`src/rtl/mem_port_arbiter.sv`:
```
// Round-robin arbiter that shares one single-port, fixed-latency memory between
// the instruction-fetch port and the data-memory port, and drives the pipeline stall.
module mem_port_arbiter #(
    parameter int ADDR_W  = 32,
    parameter int DATA_W  = 32,
    parameter int MEM_LAT = 2
) (
    input  logic              clk,
    input  logic              rst,
    input  logic              if_req,
    input  logic [ADDR_W-1:0] if_addr,
    output logic [DATA_W-1:0] if_rdata,
    output logic              if_ready,
    input  logic              dm_req,
    input  logic              dm_we,
    input  logic [ADDR_W-1:0] dm_addr,
    input  logic [DATA_W-1:0] dm_wdata,
    output logic [DATA_W-1:0] dm_rdata,
    output logic              dm_ready,
    output logic              mem_en,
    output logic              mem_we,
    output logic [ADDR_W-1:0] mem_addr,
    output logic [DATA_W-1:0] mem_wdata,
    input  logic [DATA_W-1:0] mem_rdata,
    output logic              stall,
    output logic              busy
);
    typedef enum logic [1:0] {IDLE, ISSUE, WAIT, RESP} state_t;

    localparam logic       FETCH = 1'b0;
    localparam logic       DATA  = 1'b1;
    localparam logic [3:0] LAT   = 4'(MEM_LAT);

    state_t     state, next_state;
    logic [3:0] cnt;
    logic       grant_sel, last_grant, win, grant, capture;
    logic       mem_en_d, busy_d, if_ready_d, dm_ready_d;

    always_ff @(posedge clk or negedge rst) begin
        if (!rst) state <= IDLE;
        else      state <= next_state;
    end

    // On a tie the port that did not win last time takes the memory.
    always_comb begin
        win = FETCH;
        if (if_req && dm_req) win = ~last_grant;
        else if (dm_req)      win = DATA;
    end

    assign grant   = (state == IDLE) && (if_req || dm_req);
    assign capture = (state == WAIT) && (cnt == 4'd1);

    always_comb begin
        next_state = state;
        case (state)
            IDLE:    if (grant) next_state = ISSUE;
            ISSUE:   next_state = WAIT;
            WAIT:    if (capture) next_state = RESP;
            RESP:    next_state = IDLE;
            default: next_state = IDLE;
        endcase
    end

    // Outputs are decoded from next_state so that they can be registered.
    always_comb begin
        mem_en_d   = (next_state == ISSUE);
        busy_d     = (next_state != IDLE);
        if_ready_d = (next_state == RESP) && (grant_sel == FETCH);
        dm_ready_d = (next_state == RESP) && (grant_sel == DATA);
    end

    always_ff @(posedge clk or negedge rst) begin
        if (!rst) begin
            mem_en     <= 1'b0;
            mem_we     <= 1'b0;
            mem_addr   <= '0;
            mem_wdata  <= '0;
            busy       <= 1'b0;
            if_ready   <= 1'b0;
            dm_ready   <= 1'b0;
            if_rdata   <= '0;
            dm_rdata   <= '0;
            cnt        <= '0;
            grant_sel  <= FETCH;
            last_grant <= FETCH;
        end else begin
            mem_en   <= mem_en_d;
            busy     <= busy_d;
            if_ready <= if_ready_d;
            dm_ready <= dm_ready_d;
            if (grant) begin
                grant_sel  <= win;
                last_grant <= win;
                mem_addr   <= (win == DATA) ? dm_addr : if_addr;
                mem_we     <= (win == DATA) && dm_we;
                if (win == DATA) mem_wdata <= dm_wdata;
            end
            if (state == ISSUE)     cnt <= LAT;
            else if (state == WAIT) cnt <= cnt - 4'd1;
            // Stores capture too; the requester ignores dm_rdata on a store.
            if (capture) begin
                if (grant_sel == FETCH) if_rdata <= mem_rdata;
                else                    dm_rdata <= mem_rdata;
            end
        end
    end

    assign stall = (if_req & ~if_ready) | (dm_req & ~dm_ready);

endmodule

```
`config.mk`:
```
export PLATFORM = sky130hd
export DESIGN_NAME = mem_port_arbiter
export DESIGN_NICKNAME = d
export VERILOG_FILES = /design/src/rtl/mem_port_arbiter.sv
export SDC_FILE = /design/constraint.sdc
export NUM_CORES = 1
export LEC_CHECK = 0
export CAP_MARGIN = 0
export CORE_ASPECT_RATIO = 1.4
export CORE_UTILIZATION = 41
export CTS_CLUSTER_SIZE = 30
export DETAILED_ROUTE_END_ITERATION = 10
export PLACE_DENSITY = 0.81
export SLEW_MARGIN = 0
export SYNTH_ARGS = -nofsm -noshare
export SYNTH_HDL_FRONTEND = slang
export SYNTH_SLANG_ARGS = --single-unit
export TNS_END_PERCENT = 10
```
`constraint.sdc`:
```
create_clock -name clk -period 2.5 [get_ports clk]
set_input_delay 0.375 -clock clk [delete_from_list [all_inputs] [get_ports clk]]
set_output_delay 0.375 -clock clk [all_outputs]
set_load 0.02 [all_outputs]
```
==> results.yml <==
synth:
  ys.warnings.count: 0
  synth_top_family_by_area: "multiplexers"
  synth_area_leaders: "dfrtp_1 63%, mux2_2 19%, a21oi_1 5.7%"
  synth_cell_types: 30
  synth_nets: 573
  synthMuxAreaShare_pct: 19.6
  synthesis.instances: 435
  synth_simple_gate_area_share_pct: 6.46
  synthesis.area_um2: 5580
  synth_xor_area_share_pct: 0
  synth_top_cell_by_area: "dfrtp_1"
  synth_compound_area_share_pct: 7.29
  synthAdderAreaFrac_pct: 1.12
  synth_seq_area_share_pct: 62.8
  synth.avg_cell_area_um2: 12.8
  ys_seq_elements: 140
  yosysTopAreaCellShare_pct: 62.8
setup_path:
  critPathBufInv: 3
  path_cells: "clkdlybuf4s50_1 > inv_1 > o22ai_1 > clkdlybuf4s50_1"
  path_max_fanout: 6
  cpLargestDelayFamily: "buffers and inverters"
  cp.arrival_ns: 1.81
  cp.required_ns: 2.12
  cp-end-kind: "output port"
  critPathLaunchType: "input pin"
  max_stage_delay_ns: 0.67
  worstSetupPathType: "in2out"
  crit_path_top_delay_cell: "clkdlybuf4s50_1"
  cpMostUsedCell: "clkdlybuf4s50_1"
sta:
  fmax_mhz: 457
  max-slew-margin-rel_pct: 56.4
  clock_skew_ns: 0.00778
  setup_viol: 0
  tns_ns: 0
  worstMarginPinSlew_ns: 0.654
  hold_viol: 0
  finalCritPeriodShare_pct: 87.6
  min_period_ns: 2.19
  rsz0062_at_grt: "no"
  finalWorstSetupSlack_ns: 0.311
  finalMaxSlewViolations: 0
clock_tree:
  clk_pin_slew_ns: 0.06
  insertion_delay_ns: 0.40
  clock-sinks: 140
  cts_buffer_depth: 2
  htree_num_levels: 4
  cts_tree: "built"
  numCtsBuffers: 17
  cts_root_buf: "clkbuf_16"
placement:
  port_buffers: 266
  pre_cts_ws_ns: 0.317
  dp_cells: 869
  hpwlAfterDp_um: 10900
  gp_congestion: 0.783
detailed_routing:
  drt_drc_violations_left: 0
  via_per_inst: 4.97
  drtPass1Iterations: 4
  num_vias: 4479
  avgRoutedWirePerCell_um: 16.3
  final_antenna_net_count: 0
  routed_wl_um: 14700
  drt_iter0_markers: 126
min_path:
  hp-class: "reg2reg"
global_route:
  antenna_found_initial: 0
  grt_pass1_vias: 4821
  grt_pass1_wl_um: 23900
  grt_usage_pct: 21.8
  grt_max_degree: 71
  grt-ovfl-total: 0
floorplan:
  die_w_um: 101
  core_um2: 13300
  io_pins: 267
  fp-row-count: 50
  die_y_um: 140
  die_area_um2: 14100
  initial_core_util_pct: 41.9
flow_run:
  max_cap_violations: 0
layout:
  nFillCells: 1003
  layout-drive-gt1-share_pct: 20.2
  areaGrowthSynthToFinish_pct: 62.8
  final_nets: 845
  antennaDiodeCount: 0
  layoutNonFillerInstCount: 901
pwr:
  power.density_nw_per_um2: 1390
  vdd_drop_max_mv: 0.671
  p_leak_uw: 0.00382
  p_total_uw: 12600
status:
  status: "completed"
==> cell type report <==
cell class	instances	area (um2)	area share [%]
repair buffers	278	2790	30.8
clock buffers	18	439	4.83
multi-input cells	262	1920	21.2
flip-flops and latches	140	3500	38.6
clock inverters	13	165	1.82
inverters	8	30.0	0.331
well taps	182	228	2.51
==> per-stage QoR <==
stage / util (%) / hold WS, ns / instance area, um2
finish: 68.2 / 0.503 / 9080
global placement: 63.6 / 0.419 / 8470
global route: 68.2 / 0.513 / 9080
detailed placement: 63.6 / 0.431 / 8470
floorplan: - / 0.0794 / 5580
CTS: 68.2 / 0.496 / 9080
==> logic make-up after synthesis <==
family | after synthesis
AO/OA/AOI/OAI | 76
AND/OR/NAND/NOR | 84
flip-flops | 140
multiplexers | 97
buffers and inverters | 33
adder cells (fa/ha/maj) | 5
==> placed cells by master (no fill, tap or decap) <==
cell type	Yosys	layout
clkdlybuf4s50_1	0	265
dlygate4sd3_1	0	1
ha_1	5	5
o21a_1	1	1
o22ai_1	2	2
clkinv_2	0	2
clkinv_4	0	2
mux2_2	96	96
bufinv_16	0	3
nor3b_4	1	1
and3_1	1	1
a31oi_1	1	1
and3b_1	1	1
buf_6	3	1
clkinvlp_4	0	4
nand2_1	36	36
nor2b_1	2	2
a21bo_2	1	1
nor2_1	36	36
inv_1	8	8
nand4_1	1	1
nor3_1	2	2
a32o_1	1	1
clkbuf_8	0	1
a221oi_1	1	1
a21boi_2	1	1
or2_2	1	1
o21ai_0	3	3
dfrtp_1	140	140
clkbuf_16	0	17
mux2i_1	1	1
buf_12	0	3
a21oi_1	64	64
nand3_1	2	2
o21ai_2	0	1
or3b_4	1	1
inv_6	0	2
buf_4	0	8
==> synthesized netlist by cell type <==
master    count
nor2b_1       2
nor3b_4       1
nand4_1       1
o21a_1        1
ha_1          5
a21boi_2      1
o21ai_1       1
o22ai_1       2
or2_2         1
or3b_4        1
and3_1        1
nor2_1       36
a21oi_1      64
nand3_1       2
buf_1         1
o21ai_0       3
mux2_2       96
mux2i_1       1
nor3_1        2
a21bo_2       1
a221oi_1      1
inv_1         8
clkbuf_1     14
a32o_1        1
buf_6         3
a31oi_1       1
buf_2         7
dfrtp_1     140
and3b_1       1
nand2_1      36
==> metal layers <==
layer | wire (um) | global-route usage, %
met5 | 0 | 0
met4 | 452 | 9.61
met2 | 7910 | 38.4
met1 | 5330 | 24.0
met3 | 987 | 6.34
==> what timing repair did <==
item	4_1_cts	5_1_grt
resized for setup	0	0
hold buffers	1	0
endpoints found under the hold margin	8	0
setup buffers	0	0
==> flip-flops by register name (all words and copies together), names as in the netlist, 2 cells and up <==
name,cells
dm_rdata,32
if_rdata,32
mem_addr,32
mem_wdata,32
cnt,4
state,2
==> path summary, 6_finish.rpt <==
check,startpoint,slack (ns),endpoint,cells past startpoint
max,dm_req,0.31,stall,4
min,dm_rdata[12],0.50,dm_rdata[12],1
max reg2reg,cnt[1],0.51,if_rdata[16],6
min reg2reg,dm_rdata[12],0.50,dm_rdata[12],1
max in group asynchronous,rst,1.23,if_rdata[17],3
min in group asynchronous,rst,0.54,dm_rdata[30],2
==> where the power goes <==
group / switching [uW] / internal (uW) / total [uW] / leakage (uW)
combinational: 2920 / 3060 / 5990 / 0.00191
clock: 947 / 1600 / 2540 / 0.000285
sequential: 628 / 3430 / 4050 / 0.00163
Note: power is estimated with default switching activity, not from simulation.
